## config.mk

```make
export PLATFORM = sky130hd
export DESIGN_NAME = slice_run_ctrl_flat
export DESIGN_NICKNAME = d
export VERILOG_FILES = /design/src/rtl/slice_run_ctrl_if.sv /design/src/rtl/slice_run_ctrl.sv /design/src/flat_wrapper.sv
export SDC_FILE = /design/constraint.sdc
export NUM_CORES = 1
export LEC_CHECK = 0
export ABC_AREA = 1
export CAP_MARGIN = 40
export CORE_UTILIZATION = 35
export CTS_BUF_LIST = sky130_fd_sc_hd__clkbuf_4 sky130_fd_sc_hd__clkbuf_8 sky130_fd_sc_hd__clkbuf_16
export DETAILED_ROUTE_END_ITERATION = 10
export PLACE_DENSITY_LB_ADDON = 0.1
export REMOVE_ABC_BUFFERS = 1
export SYNTH_ARGS = -nofsm -noshare
export SYNTH_HDL_FRONTEND = slang
export SYNTH_SLANG_ARGS = --single-unit
```

## constraint.sdc

```tcl
create_clock -name clk -period 1.4 [get_ports clk]
set_clock_uncertainty 0.05 [all_clocks]
set_input_delay 0.21 -clock clk [delete_from_list [all_inputs] [get_ports clk]]
set_output_delay 0.21 -clock clk [all_outputs]
set_load 0.01 [all_outputs]
```

## src/rtl/slice_run_ctrl_if.sv

```systemverilog
// Key, slice and display-strobe signals of slice_run_ctrl.
// The testbench or key/datapath glue drives this through master; the controller uses slave.
interface slice_run_ctrl_if;
    logic       key_start_n;
    logic       key_pause_n;
    logic       slice_done_i;
    logic       start_o;
    logic       pause_o;
    logic       finish_o;
    logic [4:0] slice_num_o;
    logic       run_o;

    modport master (
        output key_start_n, key_pause_n, slice_done_i,
        input  start_o, pause_o, finish_o, slice_num_o, run_o
    );

    modport slave (
        input  key_start_n, key_pause_n, slice_done_i,
        output start_o, pause_o, finish_o, slice_num_o, run_o
    );
endinterface

```

## src/rtl/slice_run_ctrl.sv

```systemverilog
// Slicer run controller: synchronized and optionally debounced start/pause keys drive an
// IDLE/RUN/HOLD/DONE sequencer that counts slices. Key debouncing is enabled by SLICE_RUN_CTRL_DEBOUNCE_EN.
module slice_run_ctrl #(
    parameter int DB_CYCLES = 500000,
    parameter int MAX_SLICE = 16
) (
    input  logic             clk,
    input  logic             rst_n,
    slice_run_ctrl_if.slave  bus
);
    if (DB_CYCLES < 1 || DB_CYCLES > (1 << 20) || MAX_SLICE < 1 || MAX_SLICE > 31) begin : g_bad_param
        $error("slice_run_ctrl: DB_CYCLES or MAX_SLICE out of range");
    end

    typedef enum logic [1:0] {S_IDLE, S_RUN, S_HOLD, S_DONE} state_t;

    localparam int         NKEY      = 2;
    localparam logic [4:0] MAX_COUNT = 5'(MAX_SLICE);

    // Bit 0 is the start key, bit 1 the pause key.
    logic [NKEY-1:0] w_key_raw;
    logic [NKEY-1:0] r_sync1, r_sync2;
    logic [NKEY-1:0] w_level;
    logic [NKEY-1:0] r_prev, r_evt, r_armed;
    logic [1:0]      r_fill;
    logic            w_fill_done;

    assign w_key_raw   = {bus.key_pause_n, bus.key_start_n};
    assign w_fill_done = (r_fill == 2'd2);

    // NOTE: sequential state uses non-blocking assignments so every flop samples pre-edge values.
    always_ff @(posedge clk or negedge rst_n) begin
        if (!rst_n) begin
            r_sync1 <= '1;
            r_sync2 <= '1;
        end else begin
            r_sync1 <= w_key_raw;
            r_sync2 <= r_sync1;
        end
    end

`ifdef SLICE_RUN_CTRL_DEBOUNCE_EN
    localparam int                DB_CW   = $clog2(DB_CYCLES + 1);
    localparam logic [DB_CW-1:0] DB_LAST = DB_CW'(DB_CYCLES - 1);

    logic [DB_CW-1:0] r_db_cnt [NKEY];
    logic [NKEY-1:0]  r_level;

    // NOTE: the counter array is small and must restart from zero, so it is reset like any other flop.
    always_ff @(posedge clk or negedge rst_n) begin
        if (!rst_n) begin
            for (int k = 0; k < NKEY; k++) r_db_cnt[k] <= '0;
            r_level <= '1;
        end else begin
            for (int k = 0; k < NKEY; k++) begin
                if (r_sync2[k] == r_level[k]) begin
                    r_db_cnt[k] <= '0;
                end else if (r_db_cnt[k] == DB_LAST) begin
                    r_level[k]  <= r_sync2[k];
                    r_db_cnt[k] <= '0;
                end else begin
                    r_db_cnt[k] <= r_db_cnt[k] + DB_CW'(1);
                end
            end
        end
    end

    assign w_level = r_level;
`else
    assign w_level = r_sync2;
`endif

    // A key becomes armed only after it has been seen released once the synchronizer has
    // flushed its reset value, so a key held through reset cannot fire.
    always_ff @(posedge clk or negedge rst_n) begin
        if (!rst_n) begin
            r_prev  <= '1;
            r_evt   <= '0;
            r_armed <= '0;
            r_fill  <= '0;
        end else begin
            r_prev  <= w_level;
            r_evt   <= r_armed & r_prev & ~w_level;
            r_armed <= r_armed | (r_sync2 & w_level & {NKEY{w_fill_done}});
            if (!w_fill_done) r_fill <= r_fill + 2'd1;
        end
    end

    state_t     r_state, w_state_nxt;
    logic [4:0] r_slice_num, w_slice_nxt, w_slice_inc;
    logic       r_start, r_pause, r_finish, r_run;
    logic       w_start_nxt, w_pause_nxt, w_finish_nxt;
    logic       w_start_evt, w_pause_evt;

    assign w_start_evt = r_evt[0];
    assign w_pause_evt = r_evt[1];
    assign w_slice_inc = r_slice_num + 5'd1;

    // NOTE: every output of this block gets a default first, so no path can infer a latch.
    always_comb begin
        w_state_nxt  = r_state;
        w_slice_nxt  = r_slice_num;
        w_start_nxt  = 1'b0;
        w_pause_nxt  = 1'b0;
        w_finish_nxt = 1'b0;
        case (r_state)
            S_IDLE: begin
                if (w_start_evt) begin
                    w_state_nxt = S_RUN;
                    w_start_nxt = 1'b1;
                end
            end
            S_RUN: begin
                if (bus.slice_done_i && r_slice_num < MAX_COUNT) w_slice_nxt = w_slice_inc;
                // The final slice outranks a simultaneous pause.
                if (bus.slice_done_i && w_slice_inc == MAX_COUNT) begin
                    w_state_nxt  = S_DONE;
                    w_finish_nxt = 1'b1;
                end else if (w_pause_evt) begin
                    w_state_nxt = S_HOLD;
                    w_pause_nxt = 1'b1;
                end
            end
            S_HOLD: begin
                if (w_pause_evt) begin
                    w_state_nxt = S_RUN;
                    w_pause_nxt = 1'b1;
                end
            end
            default: ;
        endcase
    end

    always_ff @(posedge clk or negedge rst_n) begin
        if (!rst_n) begin
            r_state     <= S_IDLE;
            r_slice_num <= '0;
            r_start     <= 1'b0;
            r_pause     <= 1'b0;
            r_finish    <= 1'b0;
            r_run       <= 1'b0;
        end else begin
            r_state     <= w_state_nxt;
            r_slice_num <= w_slice_nxt;
            r_start     <= w_start_nxt;
            r_pause     <= w_pause_nxt;
            r_finish    <= w_finish_nxt;
            r_run       <= (w_state_nxt == S_RUN);
        end
    end

    assign bus.start_o     = r_start;
    assign bus.pause_o     = r_pause;
    assign bus.finish_o    = r_finish;
    assign bus.slice_num_o = r_slice_num;
    assign bus.run_o       = r_run;
endmodule

```

## src/flat_wrapper.sv

```systemverilog
// flat-port wrapper written by rule: the top's interface ports become plain ports
module slice_run_ctrl_flat 
#(
    parameter int DB_CYCLES = 500000,
    parameter int MAX_SLICE = 16
)
  (clk, rst_n, bus_key_start_n, bus_key_pause_n, bus_slice_done_i, bus_start_o, bus_pause_o, bus_finish_o, bus_slice_num_o, bus_run_o);
  slice_run_ctrl_if bus_i ();
  input  logic clk;
  input  logic rst_n;
  input wire logic [$bits(bus_i.key_start_n)-1:0] bus_key_start_n;
  input wire logic [$bits(bus_i.key_pause_n)-1:0] bus_key_pause_n;
  input wire logic [$bits(bus_i.slice_done_i)-1:0] bus_slice_done_i;
  output wire logic [$bits(bus_i.start_o)-1:0] bus_start_o;
  output wire logic [$bits(bus_i.pause_o)-1:0] bus_pause_o;
  output wire logic [$bits(bus_i.finish_o)-1:0] bus_finish_o;
  output wire logic [$bits(bus_i.slice_num_o)-1:0] bus_slice_num_o;
  output wire logic [$bits(bus_i.run_o)-1:0] bus_run_o;
  assign bus_i.key_start_n = bus_key_start_n;
  assign bus_i.key_pause_n = bus_key_pause_n;
  assign bus_i.slice_done_i = bus_slice_done_i;
  assign bus_start_o = bus_i.start_o;
  assign bus_pause_o = bus_i.pause_o;
  assign bus_finish_o = bus_i.finish_o;
  assign bus_slice_num_o = bus_i.slice_num_o;
  assign bus_run_o = bus_i.run_o;
  slice_run_ctrl #(.DB_CYCLES(DB_CYCLES), .MAX_SLICE(MAX_SLICE)) u_core (.clk(clk), .rst_n(rst_n), .bus(bus_i));
endmodule
```

==> flow_metrics.env <==
export IMPL_outcome="finished, final reports clean"
export IMPL_vdd_ir_drop_max_mv=0.798
export IMPL_htreeDepth=1
export IMPL_overflow=0
export IMPL_worst_slack_ns=0.00693
export IMPL_synth_edf_count=0
export IMPL_clockBufferDepth=2
export IMPL_cp_end_kind="flip-flop"
export IMPL_setup_violations=0
export IMPL_track_usage=0.130
export IMPL_total_power_mw=1.62
export IMPL_use_met2=0.198
export IMPL_p_seq_frac=0.473
export IMPL_grt_util_met3=0.0349
export IMPL_p_comb_frac=0.342
export IMPL_dp_hpwl_um=1270
export IMPL_die_height_um=55.7
export IMPL_vias_per_cell=4.59
export IMPL_synth_seq_cells=23
export IMPL_cts_tree="built"
export IMPL_yosys_cell_types_count=20
export IMPL_holdBufCountCts=0
export IMPL_ys_warn_count=0
export IMPL_grt_pass1_vias=742
export IMPL_relSlewSlack=0.810
export IMPL_yosys_top_cells_area="dfrtp_1 (42%), dfstp_2 (16%), ha_1 (8.7%), nand2_1 (6.7%), inv_1 (5.6%)"
export IMPL_p_per_area_mw_per_mm2=1200
export IMPL_cp_data_required_time_ns=1.56
export IMPL_drive_gt1_frac=0.331
export IMPL_power_leakage_nw=0.654
export IMPL_drc=0
export IMPL_routed_wl_um=1750
export IMPL_final_antenna_net_count=0
export IMPL_crit_fanout=3
export IMPL_clkSinkCount=23
export IMPL_yosysMostFrequentCell="nand2_1"
export IMPL_clk_latency_ns=0.31
export IMPL_cts_root_buf="clkbuf_4"
export IMPL_start_util=0.369
export IMPL_final_setup_tns_ns=0
export IMPL_antenna_cells=0
export IMPL_busiest_layer="met2"
export IMPL_die_w_um=55.7
export IMPL_finalMaxSlewViolations=0
export IMPL_period_share=0.995
export IMPL_cts_inserted_buffers=3
export IMPL_pre_cts_ws_ns=-0.109
export IMPL_io_pins=14
export IMPL_syn_inst=98
export IMPL_finalHoldViolCount=0
export IMPL_path_clk_slew_ns=0.12
export IMPL_gp_congestion=0.742
export IMPL_async_flop_share=1.00
export IMPL_clockPowerShare=0.185
export IMPL_rsz0062_at_grt="yes"
export IMPL_maxCapViolations=0
export IMPL_hp_class="in -> async"
export IMPL_timing_fmax_ghz=0.718
export IMPL_p_sw_mw=0.534
export IMPL_drt_iter0_drc=9
export IMPL_internal_power_mw=1.09
export IMPL_critPathLaunchType="flip-flop"
export IMPL_grt_pass1_wl_um=3120
export IMPL_dr_total_vias=726
export IMPL_dieArea_mm2=0.00310
export IMPL_syn_avg_cell_area_um2=10.3
export IMPL_met1_usage=0.169
export IMPL_worst_slew_pin_slew_ns=0.284
export IMPL_ys_seq_area_frac=0.577
export IMPL_antenna_found_initial=0
export IMPL_detail_route_wl_per_cell_um=11.1
export IMPL_final_util=0.492
export IMPL_synth_top_area_share=0.421
export IMPL_synth_area_mm2=0.00101
export IMPL_synth_top_cell_by_area="dfrtp_1"
export IMPL_critPathArrivalTime_ns=1.55
export IMPL_grt_max_degree=24
export IMPL_swShare=0.329
export IMPL_finalWorstPathRequiredPeriod_ns=1.39
export IMPL_rows=19
export IMPL_io_buffers=13
export IMPL_crit_type="reg -> reg"
export IMPL_synth_flop_cell="dfrtp_1"
export IMPL_finish_net_count=140
export IMPL_coreArea_mm2=0.00273
export IMPL_ys_top_cells_by_count="nand2_1 (18), dfrtp_1 (17), inv_1 (15)"
export IMPL_area_growth_pct=33.3
export IMPL_first_pass_iters=4
==> routing by layer <==
metal	share of wire	wire length, um
met1	0.49	857
met2	0.46	798
met3	0.035	62
met4	0.019	34
met5	0	0
==> layout make-up <==
class                      count  area [um2]
clock buffer                   3        22.5
clock inverter                 1        5.00
timing repair buffer          25         221
inverter                      15        56.3
multi-input combinational     60         418
sequential                    23         584
fill                         258        1390
tap                           31        38.8
==> cells by family (layout without fill, tap and decap cells) <==
| kind of cell | Yosys count | in the layout | share of synthesized area |
|---|---|---|---|
| AND/OR/NAND/NOR | 39 | 39 | 0.190 |
| flip-flops | 23 | 23 | 0.577 |
| buffers and inverters | 15 | 44 | 0.0558 |
| AO/OA/AOI/OAI | 11 | 11 | 0.0644 |
| adder cells (fa/ha/maj) | 7 | 7 | 0.0867 |
| XOR/XNOR | 3 | 3 | 0.0260 |
==> critical path, stage by stage (launching register included) <==
cell and delay, ns:
dfrtp_1 0.41, ha_2 0.22, nand3_2 0.09, xor2_2 0.21
nand3_4 0.12, a21oi_2 0.15, nor2_1 0.06
==> final timing paths <==
path / start / endpoint / slack [ns] / cells past startpoint
max: u_core.bus.slice_num_o[0]$_DFFE_PN0P_ / u_core.bus.run_o$_DFF_PN0_ / 0.007 / 6
min: rst_n / u_core.bus.slice_num_o[2]$_DFFE_PN0P_ / 0.18 / 2
max reg2reg: u_core.bus.slice_num_o[0]$_DFFE_PN0P_ / u_core.bus.run_o$_DFF_PN0_ / 0.007 / 6
min reg2reg: u_core.r_sync1[0]$_DFF_PN1_ / u_core.r_sync2[0]$_DFF_PN1_ / 0.31 / 0
max in group asynchronous: rst_n / u_core.r_sync1[1]$_DFF_PN1_ / 0.84 / 2
min in group clk: bus_key_start_n / u_core.r_sync1[0]$_DFF_PN1_ / 0.24 / 1
==> cell usage in the layout, fill, tap and decap left out, drive strengths merged, types with 3 or more instances in the layout <==
cell type and instances:
clkdlybuf4s50 4, nor2 10, buf 13, nand2 20
nand3 7, dfrtp 17, inv 15, o21ai 6
dlygate4sd2 7, ha 7, dfstp 6, clkbuf 3
==> flip-flops by register name (all words and copies together), names as in the netlist <==
| register | count |
|---|---|
| u_core.bus.slice_num_o | 5 |
| u_core.r_fill | 2 |
| u_core.bus.start_o | 1 |
| u_core.bus.finish_o | 1 |
| u_core.bus.run_o | 1 |
| u_core.r_state | 2 |
| u_core.r_sync1 | 2 |
| u_core.r_prev | 2 |
| u_core.r_sync2 | 2 |
| u_core.r_evt | 2 |
| u_core.r_armed | 2 |
| u_core.bus.pause_o | 1 |
==> power groups by stage <==
stage	Clock (mW)	Sequential, mW	Combinational [mW]
final	0.299	0.768	0.555
after global routing	0.354	0.775	0.626
after CTS	0.318	0.766	0.509
after detailed placement	0	0.780	0.522
after global placement	0	0.781	0.509
after floorplan	0	0.810	0.274
==> stage by stage <==
step	hold slack (ns)	cell area, um2	instances
2_1_floorplan	-0.136	1010	98
3_3_place_gp	0.295	1250	151
3_5_place_dp	0.297	1250	151
4_1_cts	0.186	1280	157
5_1_grt	0.183	1350	158
6_report	0.183	1350	158
==> timing repair <==
item                                    CTS  global route
buffers inserted                          2             1
pin swaps                                 1            10
gates cloned                              0             0
endpoints found under the setup margin   12             8
hold endpoints to repair                  0             0
gates resized for setup                  15            17
(Power assumes the default switching activity.)
